--- config.mk ---
export PLATFORM = sky130hd
export DESIGN_NAME = adc_scan_receiver_flat
export DESIGN_NICKNAME = d
export VERILOG_FILES = /design/src/rtl/adc_scan_pkg.sv /design/src/rtl/adc_scan_receiver_if.sv /design/src/rtl/adc_spi_shifter.sv /design/src/rtl/adc_scan_receiver.sv /design/src/flat_wrapper.sv
export SDC_FILE = /design/constraint.sdc
export NUM_CORES = 1
export LEC_CHECK = 0
export BUFFER_PORTS_ARGS = -buffer_cell sky130_fd_sc_hd__buf_2
export CORE_MARGIN = 4
export CORE_UTILIZATION = 50
export DETAILED_ROUTE_END_ITERATION = 8
export MAX_ROUTING_LAYER = met4
export PLACE_DENSITY = 0.68
export SLEW_MARGIN = 30
export SYNTH_ARGS = -nofsm -noshare
export SYNTH_HDL_FRONTEND = slang
export SYNTH_SLANG_ARGS = --single-unit
--- constraint.sdc ---
create_clock -name i_clk -period 3.4 [get_ports i_clk]
set_clock_uncertainty 0.05 [all_clocks]
set_input_delay 0.17 -clock i_clk [delete_from_list [all_inputs] [get_ports i_clk]]
set_output_delay 0.17 -clock i_clk [all_outputs]
set_load 0.05 [all_outputs]
--- src/rtl/adc_scan_pkg.sv ---
// adc_scan_pkg: shared definitions for the multi-channel ADC scan receiver.
//   state_t    - scan FSM state encoding
//   clog2      - ceiling log2 for elaboration-time widths
//   cnt_width  - width of a counter holding 0..n-1 (at least 1 bit)
//   ch_width   - channel-index width, max(1, clog2(NUM_CH))
//   nbits      - bits per SPI transfer (one full result word)
package adc_scan_pkg;

  typedef enum logic [1:0] {
    S_IDLE,
    S_CONV,
    S_XFER,
    S_TACQ
  } state_t;

  function automatic int clog2(input int value);
    int r;
    r = 0;
    for (int p = 1; p < value; p = p * 2) r++;
    return r;
  endfunction

  function automatic int cnt_width(input int n);
    return (clog2(n) < 1) ? 1 : clog2(n);
  endfunction

  function automatic int ch_width(input int num_ch);
    return cnt_width(num_ch);
  endfunction

  function automatic int nbits(input int data_bits);
    return data_bits;
  endfunction

endpackage

--- src/rtl/adc_scan_receiver_if.sv ---
// adc_scan_receiver_if: bundles the fabric-side control/result signals and
// the ADC pins of adc_scan_receiver.
//   slave  - the receiver: takes start/mask/config and SDO, drives results and
//            CONVST/SCK/SDI
//   master - the fabric plus ADC side: the opposite directions
interface adc_scan_receiver_if #(
  parameter int DATA_BITS = 12,
  parameter int CFG_BITS  = 6,
  parameter int NUM_CH    = 4
);
  localparam int CH_W = adc_scan_pkg::ch_width(NUM_CH);

  logic                       i_start;
  logic                       i_continuous;
  logic [NUM_CH-1:0]          i_ch_en;
  logic [NUM_CH*CFG_BITS-1:0] i_cfg;
  logic                       o_busy;
  logic                       o_rx_dv;
  logic [DATA_BITS-1:0]       o_rx_data;
  logic [CH_W-1:0]            o_rx_ch;
  logic                       o_scan_done;
  logic                       i_serial_rx;
  logic                       o_convst;
  logic                       o_sck;
  logic                       o_serial_tx;

  modport slave (
    input  i_start, i_continuous, i_ch_en, i_cfg, i_serial_rx,
    output o_busy, o_rx_dv, o_rx_data, o_rx_ch, o_scan_done,
           o_convst, o_sck, o_serial_tx
  );

  modport master (
    output i_start, i_continuous, i_ch_en, i_cfg, i_serial_rx,
    input  o_busy, o_rx_dv, o_rx_data, o_rx_ch, o_scan_done,
           o_convst, o_sck, o_serial_tx
  );
endinterface

--- src/rtl/adc_spi_shifter.sv ---
// adc_spi_shifter: one full-duplex SPI transfer of DATA_BITS bits, MSB first.
// Each bit lasts 2*SCK_HALF clocks: SDI updates at phase 0, SCK rises and SDO
// is captured at phase SCK_HALF. SCK returns low at the end of the last bit.
//   clk, rst  - system clock, async active-high reset
//   start     - one-cycle pulse: load tx_word and begin a transfer
//   tx_word   - word to shift out on sdi
//   sdo       - ADC serial data in
//   done      - high during the final cycle of the transfer
//   rx_word   - captured word (complete by the time done is high)
//   sck, sdi  - registered SPI clock and data out
module adc_spi_shifter
  import adc_scan_pkg::*;
#(
  parameter int DATA_BITS = 12,
  parameter int SCK_HALF  = 25
) (
  input  logic                 clk,
  input  logic                 rst,
  input  logic                 start,
  input  logic [DATA_BITS-1:0] tx_word,
  input  logic                 sdo,
  output logic                 done,
  output logic [DATA_BITS-1:0] rx_word,
  output logic                 sck,
  output logic                 sdi
);
  localparam int PH_W  = cnt_width(2 * SCK_HALF);
  localparam int BIT_W = cnt_width(DATA_BITS);

  logic                 active;
  logic [PH_W-1:0]      ph;
  logic [BIT_W-1:0]     bit_idx;
  logic [DATA_BITS-1:0] tx_sr;
  logic [DATA_BITS-1:0] rx_sr;
  logic                 last_ph;
  logic                 last_bit;

  assign last_ph  = (ph == PH_W'(2 * SCK_HALF - 1));
  assign last_bit = (bit_idx == BIT_W'(DATA_BITS - 1));
  assign done     = active && last_ph && last_bit;
  assign rx_word  = rx_sr;

  // NOTE: the shift registers sit in the async reset with everything else so
  // an abandoned transfer leaves no stale bits; sequential state uses <= only
  // so every register samples pre-edge values regardless of statement order.
  always_ff @(posedge clk or posedge rst) begin
    if (rst) begin
      active  <= 1'b0;
      ph      <= '0;
      bit_idx <= '0;
      tx_sr   <= '0;
      rx_sr   <= '0;
      sck     <= 1'b0;
      sdi     <= 1'b0;
    end else if (start) begin
      active  <= 1'b1;
      ph      <= '0;
      bit_idx <= '0;
      tx_sr   <= tx_word;
      sck     <= 1'b0;
      sdi     <= 1'b0;
    end else if (active) begin
      if (ph == '0) begin
        sck   <= 1'b0;
        sdi   <= tx_sr[DATA_BITS-1];
        tx_sr <= tx_sr << 1;
      end
      if (ph == PH_W'(SCK_HALF)) begin
        sck   <= 1'b1;
        rx_sr <= (rx_sr << 1) | DATA_BITS'(sdo);
      end
      if (last_ph) begin
        ph      <= '0;
        bit_idx <= bit_idx + 1'b1;
        if (last_bit) begin
          active <= 1'b0;
          sck    <= 1'b0;
          sdi    <= 1'b0;
        end
      end else begin
        ph <= ph + 1'b1;
      end
    end
  end

endmodule

--- src/rtl/adc_scan_receiver.sv ---
// adc_scan_receiver: scans the enabled channels of an SPI multi-channel ADC.
// Each slot is CONV (CONVST high) -> XFER (config of the current channel out,
// result of the previous channel in) -> TACQ. The first transfer after IDLE
// only primes the pipeline; a final flush transfer collects the last result.
//   i_clk, i_rst - system clock, async active-high reset
//   bus          - slave modport: start/continuous/mask/config in, tagged
//                  results and busy out, ADC pins CONVST/SCK/SDI/SDO
module adc_scan_receiver
  import adc_scan_pkg::*;
#(
  parameter int DATA_BITS    = 12,
  parameter int CFG_BITS     = 6,
  parameter int NUM_CH       = 4,
  parameter int SCK_HALF     = 25,
  parameter int TCONV_CYCLES = 100,
  parameter int TACQ_CYCLES  = 2
) (
  input  logic                i_clk,
  input  logic                i_rst,
  adc_scan_receiver_if.slave  bus
);
  localparam int CH_W    = ch_width(NUM_CH);
  localparam int NBITS   = nbits(DATA_BITS);
  localparam int CNT_MAX = (TCONV_CYCLES > TACQ_CYCLES) ? TCONV_CYCLES : TACQ_CYCLES;
  localparam int CNT_W   = cnt_width(CNT_MAX);

  state_t                     state;
  logic [CNT_W-1:0]           cnt;
  logic [NUM_CH-1:0]          mask;
  logic [NUM_CH*CFG_BITS-1:0] cfg_l;
  logic [CH_W-1:0]            cur_ch;     // channel whose config goes out now
  logic                       cur_flush;  // current transfer only collects
  logic                       pend_valid; // current transfer returns a result
  logic [CH_W-1:0]            pend_ch;
  logic                       pend_last;
  logic [CH_W-1:0]            nxt_ch;
  logic                       nxt_found;
  logic [CFG_BITS-1:0]        cur_cfg;
  logic [NBITS-1:0]           tx_word;
  logic [NBITS-1:0]           rx_word;
  logic                       xfer_start;
  logic                       xfer_done;
  logic                       conv_last;
  logic                       tacq_last;

  function automatic logic [CH_W-1:0] lowest_en(input logic [NUM_CH-1:0] m);
    lowest_en = '0;
    for (int c = NUM_CH - 1; c >= 0; c--)
      if (m[c]) lowest_en = CH_W'(c);
  endfunction

  // Next enabled channel above cur_ch; none found means cur_ch ends the scan.
  // NOTE: outputs get a default first so no path through the loop infers a latch.
  always_comb begin
    nxt_found = 1'b0;
    nxt_ch    = '0;
    for (int c = NUM_CH - 1; c >= 0; c--) begin
      if (mask[c] && (c > int'(cur_ch))) begin
        nxt_found = 1'b1;
        nxt_ch    = CH_W'(c);
      end
    end
  end

  assign conv_last  = (cnt == CNT_W'(TCONV_CYCLES - 1));
  assign tacq_last  = (cnt == CNT_W'(TACQ_CYCLES - 1));
  assign xfer_start = (state == S_CONV) && conv_last;
  assign cur_cfg    = cfg_l[int'(cur_ch) * CFG_BITS +: CFG_BITS];
  // Config is left-aligned in the transfer; the trailing bits are sent as 0.
  assign tx_word    = NBITS'(cur_cfg) << (NBITS - CFG_BITS);

  adc_spi_shifter #(
    .DATA_BITS (NBITS),
    .SCK_HALF  (SCK_HALF)
  ) u_shifter (
    .clk     (i_clk),
    .rst     (i_rst),
    .start   (xfer_start),
    .tx_word (tx_word),
    .sdo     (bus.i_serial_rx),
    .done    (xfer_done),
    .rx_word (rx_word),
    .sck     (bus.o_sck),
    .sdi     (bus.o_serial_tx)
  );

  always_ff @(posedge i_clk or posedge i_rst) begin
    if (i_rst) begin
      state           <= S_IDLE;
      cnt             <= '0;
      mask            <= '0;
      cfg_l           <= '0;
      cur_ch          <= '0;
      cur_flush       <= 1'b0;
      pend_valid      <= 1'b0;
      pend_ch         <= '0;
      pend_last       <= 1'b0;
      bus.o_busy      <= 1'b0;
      bus.o_convst    <= 1'b0;
      bus.o_rx_dv     <= 1'b0;
      bus.o_rx_data   <= '0;
      bus.o_rx_ch     <= '0;
      bus.o_scan_done <= 1'b0;
    end else begin
      bus.o_rx_dv     <= 1'b0;
      bus.o_scan_done <= 1'b0;
      case (state)
        S_IDLE: begin
          if (bus.i_start && (|bus.i_ch_en)) begin
            mask         <= bus.i_ch_en;
            cfg_l        <= bus.i_cfg;
            cur_ch       <= lowest_en(bus.i_ch_en);
            cur_flush    <= 1'b0;
            pend_valid   <= 1'b0;
            cnt          <= '0;
            state        <= S_CONV;
            bus.o_convst <= 1'b1;
            bus.o_busy   <= 1'b1;
          end
        end
        S_CONV: begin
          if (conv_last) begin
            state        <= S_XFER;
            bus.o_convst <= 1'b0;
          end else begin
            cnt <= cnt + 1'b1;
          end
        end
        S_XFER: begin
          if (xfer_done) begin
            state <= S_TACQ;
            cnt   <= '0;
            if (pend_valid) begin
              bus.o_rx_dv     <= 1'b1;
              bus.o_rx_data   <= rx_word;
              bus.o_rx_ch     <= pend_ch;
              bus.o_scan_done <= pend_last;
            end
            // The next transfer returns the conversion configured just now.
            pend_valid <= 1'b1;
            pend_ch    <= cur_ch;
            pend_last  <= !nxt_found;
          end
        end
        S_TACQ: begin
          if (tacq_last) begin
            cnt <= '0;
            if (cur_flush) begin
              state      <= S_IDLE;
              bus.o_busy <= 1'b0;
            end else begin
              state        <= S_CONV;
              bus.o_convst <= 1'b1;
              if (nxt_found) begin
                cur_ch <= nxt_ch;
              end else if (bus.i_continuous && (|bus.i_ch_en)) begin
                // Wrap without re-priming: the pipeline is already full.
                mask   <= bus.i_ch_en;
                cfg_l  <= bus.i_cfg;
                cur_ch <= lowest_en(bus.i_ch_en);
              end else begin
                cur_ch    <= lowest_en(mask);
                cur_flush <= 1'b1;
              end
            end
          end else begin
            cnt <= cnt + 1'b1;
          end
        end
        default: state <= S_IDLE;
      endcase
    end
  end

endmodule

--- src/flat_wrapper.sv ---
// flat-port wrapper written by rule: the top's interface ports become plain ports
module adc_scan_receiver_flat import adc_scan_pkg::*;
#(
  parameter int DATA_BITS    = 12,
  parameter int CFG_BITS     = 6,
  parameter int NUM_CH       = 4,
  parameter int SCK_HALF     = 25,
  parameter int TCONV_CYCLES = 100,
  parameter int TACQ_CYCLES  = 2
)
  (i_clk, i_rst, bus_i_start, bus_i_continuous, bus_i_ch_en, bus_i_cfg, bus_i_serial_rx, bus_o_busy, bus_o_rx_dv, bus_o_rx_data, bus_o_rx_ch, bus_o_scan_done, bus_o_convst, bus_o_sck, bus_o_serial_tx);
  adc_scan_receiver_if #(.DATA_BITS(DATA_BITS), .CFG_BITS(CFG_BITS), .NUM_CH(NUM_CH)) bus_i ();
  input  logic i_clk;
  input  logic i_rst;
  input wire logic [$bits(bus_i.i_start)-1:0] bus_i_start;
  input wire logic [$bits(bus_i.i_continuous)-1:0] bus_i_continuous;
  input wire logic [$bits(bus_i.i_ch_en)-1:0] bus_i_ch_en;
  input wire logic [$bits(bus_i.i_cfg)-1:0] bus_i_cfg;
  input wire logic [$bits(bus_i.i_serial_rx)-1:0] bus_i_serial_rx;
  output wire logic [$bits(bus_i.o_busy)-1:0] bus_o_busy;
  output wire logic [$bits(bus_i.o_rx_dv)-1:0] bus_o_rx_dv;
  output wire logic [$bits(bus_i.o_rx_data)-1:0] bus_o_rx_data;
  output wire logic [$bits(bus_i.o_rx_ch)-1:0] bus_o_rx_ch;
  output wire logic [$bits(bus_i.o_scan_done)-1:0] bus_o_scan_done;
  output wire logic [$bits(bus_i.o_convst)-1:0] bus_o_convst;
  output wire logic [$bits(bus_i.o_sck)-1:0] bus_o_sck;
  output wire logic [$bits(bus_i.o_serial_tx)-1:0] bus_o_serial_tx;
  assign bus_i.i_start = bus_i_start;
  assign bus_i.i_continuous = bus_i_continuous;
  assign bus_i.i_ch_en = bus_i_ch_en;
  assign bus_i.i_cfg = bus_i_cfg;
  assign bus_i.i_serial_rx = bus_i_serial_rx;
  assign bus_o_busy = bus_i.o_busy;
  assign bus_o_rx_dv = bus_i.o_rx_dv;
  assign bus_o_rx_data = bus_i.o_rx_data;
  assign bus_o_rx_ch = bus_i.o_rx_ch;
  assign bus_o_scan_done = bus_i.o_scan_done;
  assign bus_o_convst = bus_i.o_convst;
  assign bus_o_sck = bus_i.o_sck;
  assign bus_o_serial_tx = bus_i.o_serial_tx;
  adc_scan_receiver #(.DATA_BITS(DATA_BITS), .CFG_BITS(CFG_BITS), .NUM_CH(NUM_CH), .SCK_HALF(SCK_HALF), .TCONV_CYCLES(TCONV_CYCLES), .TACQ_CYCLES(TACQ_CYCLES)) u_core (.i_clk(i_clk), .i_rst(i_rst), .bus(bus_i));
endmodule
==> impl_metrics.env <==
export IMPL_die_x_um=102
export IMPL_clock_power_share_pct=41.6
export IMPL_avgSynthCellArea_um2=12.1
export IMPL_syn_num_nets=407
export IMPL_fillCellCount=657
export IMPL_crit_path_top_delay_cell="or3b_2"
export IMPL_hold_start="bus_i_cfg[21]"
export IMPL_placed_cells=510
export IMPL_dpl_hpwl_mm=6.03
export IMPL_synth_seq_cells=93
export IMPL_ir_drop_uv=255
export IMPL_grt_overflow=0
export IMPL_r2r_cells=8
export IMPL_p_sw_uw=436
export IMPL_syn2layout_area_growth_pct=19.0
export IMPL_track_usage_pct=18.9
export IMPL_r2r_end="u_core.cfg_l[12]"
export IMPL_vias=3057
export IMPL_drt_total_wl_mm=8.65
export IMPL_required_ps=3590
export IMPL_drc=0
export IMPL_holdPathStages=2
export IMPL_maxSlewHeadroom_pct=43.0
export IMPL_max_stage_delay_ps=480
export IMPL_critPathKind="reg -> reg"
export IMPL_grt_max_degree=62
export IMPL_start_util_pct=52.4
export IMPL_cts_buffers=9
export IMPL_setup_viol=0
export IMPL_clock_latency_ps=360
export IMPL_drive_gt1_share_pct=33.0
export IMPL_clock_path_buffers=2
export IMPL_synth_top_area_cell="dfrtp_1"
export IMPL_yosys_area_top_type_share_pct=53.0
export IMPL_yosys_warnings=0
export IMPL_cts_htree_levels=3
export IMPL_die_area_um2=10300
export IMPL_period_share_pct=73.3
export IMPL_yosysMostFrequentCell="dfrtp_1"
export IMPL_fin_util_pct=62.3
export IMPL_synth_edf_count=0
export IMPL_status="finished clean"
export IMPL_switching_share_pct=21.6
export IMPL_fin_area_um2=5230
export IMPL_path_delay_family="simple AND/OR/NAND/NOR gates"
export IMPL_worstPathCellList="inv_1 > ha_1 > or3b_2 > nor2_4 > a41oi_1 > nor3_4 > buf_4 > mux2_2"
export IMPL_core_rowCount=33
export IMPL_cts_root_buf="clkbuf_8"
export IMPL_seqPwrFrac_pct=54.8
export IMPL_hold_slack_ps=17.2
export IMPL_seq_area_frac_synth_pct=53.0
export IMPL_p_leak_nw=2.52
export IMPL_clkTransAtPathRegs_ps=90
export IMPL_yosys_cell_types_count=53
export IMPL_min_path_type="in -> reg"
export IMPL_die_height_um=102
export IMPL_crit_start="u_core.cnt[1]"
export IMPL_fin_cells=550
export IMPL_num_antenna_cells=0
export IMPL_fin_nets=483
export IMPL_setup_slack_ps=908
export IMPL_crit_buf_inv=2
export IMPL_combPwrFrac_pct=3.6
export IMPL_cts_tree="yes"
export IMPL_setup_tns_final_ps=0
export IMPL_p_per_area_nw_per_um2=386
export IMPL_start_kind="flop"
export IMPL_max_freq_ghz=0.401
export IMPL_r2r_start="u_core.cnt[1]"
export IMPL_endpoint_kind="flop"
export IMPL_antenna_found_initial=0
export IMPL_tightest_slew_ps=855
export IMPL_core_area_um2=8380
export IMPL_synth_ff_type="dfrtp_1"
export IMPL_pre_cts_ws_ps=914
export IMPL_cts_sinks=93
export IMPL_ys_top_cells_by_area="dfrtp_1 (53%), mux2_2 (15%), mux4_2 (3.1%), o21ai_0 (3.0%), ha_1 (2.9%)"
export IMPL_p_total_mw=2.02
export IMPL_cts_resized=0
export IMPL_drv_cap=0
export IMPL_r2r_slack_ps=910
export IMPL_period_minus_slack_ps=2490
export IMPL_gp_congestion=0.847
export IMPL_cp_max_fo=28
export IMPL_grt_first_pass_wirelength_mm=14.9
export IMPL_worst_path_stages=8
export IMPL_grt_pass1_vias=3174
export IMPL_dr_pass1_iters=4
export IMPL_internal_power_mw=1.58
export IMPL_async_reset_ff_share_pct=100
export IMPL_syn_area_um2=4390
export IMPL_arrival_ps=2680
export IMPL_drt_initial_drc_count=71
export IMPL_detail_route_antenna_nets=0
export IMPL_synth_common_cells="dfrtp_1 (93), mux2_2 (57), nand2_1 (31)"
export IMPL_wl_per_cell_um=15.7
export IMPL_syn_inst=364
export IMPL_slew_violations=0
export IMPL_whs_endpoint="u_core.cfg_l[21]"
export IMPL_placed_area_um2=4750
export IMPL_io_pins=53
export IMPL_finalHoldViolCount=0
export IMPL_rsz0062_at_grt="no"
export IMPL_port_buffers=52
export IMPL_viasPerCell=5.56
[placed cells by master (no fill, tap or decap), types with 2 or more instances in the layout]
master         count
buf_2             52
dlygate4sd3_1     24
o21ai_0           26
nor4_1             2
nand4_1            3
mux2_2            57
nand2b_1           7
bufinv_16          2
nor3_2             2
mux4_2             6
nor2_1            14
o41ai_1            3
nor3_1             2
o221ai_1           2
inv_1             11
and3_1             4
o21bai_1           4
dfrtp_1           93
xor2_1             3
a21oi_1           12
buf_4              5
nand3_1           10
a41oi_1            3
a311oi_1           2
and2_1             3
nand2_1           31
nor2b_1            3
clkbuf_8          10
o31ai_1            2
clkinv_4           3
ha_1              10
mux2i_1            6
or3_1              4
[per-layer routing]
layer / global-route usage, % / routed length (µm) / vias to the layer above
met5: - / 0 / -
met1: 25.1 / 4100 / 1520
li1: - / - / 1481
met4: 6.03 / 127 / 0
met3: 2.96 / 251 / 11
met2: 29.9 / 4170 / 45
[sequential cells by signal (all words and copies together), names as in the netlist, 2 cells and up]
signal,flops
u_core.state,2
u_core.u_shifter.ph,6
u_core.u_shifter.rx_word,12
u_core.cfg_l,24
u_core.pend_ch,2
u_core.bus.o_rx_ch,2
u_core.cur_ch,2
u_core.u_shifter.tx_sr,6
u_core.mask,4
u_core.cnt,7
u_core.bus.o_rx_data,12
u_core.u_shifter.bit_idx,4
[cell type report]
cell class	instances	area, µm²	share of cell area, %
flip-flops and latches	93	2330	44.5
multi-input cells	243	1950	37.3
repair buffers	81	538	10.3
clock buffers	10	138	2.63
well taps	105	131	2.51
clock inverters	6	93.8	1.80
inverters	12	50.0	0.958
[cell families after synthesis]
family	after synthesis	synth area share [%]
simple gates	93	11.1
compound gates	67	10.3
xor+xnor	4	0.798
mux	69	19.1
flops	93	53.0
buf+inv	28	2.88
fa+ha+maj	10	2.85
[worst register-to-register path, cell delays in order, from the launching register on]
cell and delay (ps):
dfrtp_1 430, inv_1 70, ha_1 130, or3b_2 480, nor2_4 130, a41oi_1 180
nor3_4 150, buf_4 360, mux2_2 400
[power by group through the flow]
stage | Combinational (mW) | Clock (mW) | Sequential, mW
3_3_place_gp | 0.0521 | 0 | 1.13
5_1_grt | 0.0832 | 0.899 | 1.11
6_report | 0.0730 | 0.838 | 1.11
3_5_place_dp | 0.0538 | 0 | 1.13
2_1_floorplan | 0.0221 | 0 | 1.13
4_1_cts | 0.0750 | 0.858 | 1.11
[what timing repair did]
action / in CTS / in global routing
setup buffers: 0 / 0
hold buffers: 24 / 0
endpoints found under the hold margin: 82 / 0
[worst max path at each step]
stage | end
after detailed placement | u_core.cfg_l[21]
after global placement | u_core.cfg_l[15]
after floorplan | u_core.bus.o_busy
after CTS | u_core.cfg_l[21]
after global routing | u_core.bus.o_rx_data[8]
final | u_core.cfg_l[12]
No activity file was read; power rests on OpenSTA's default activity.
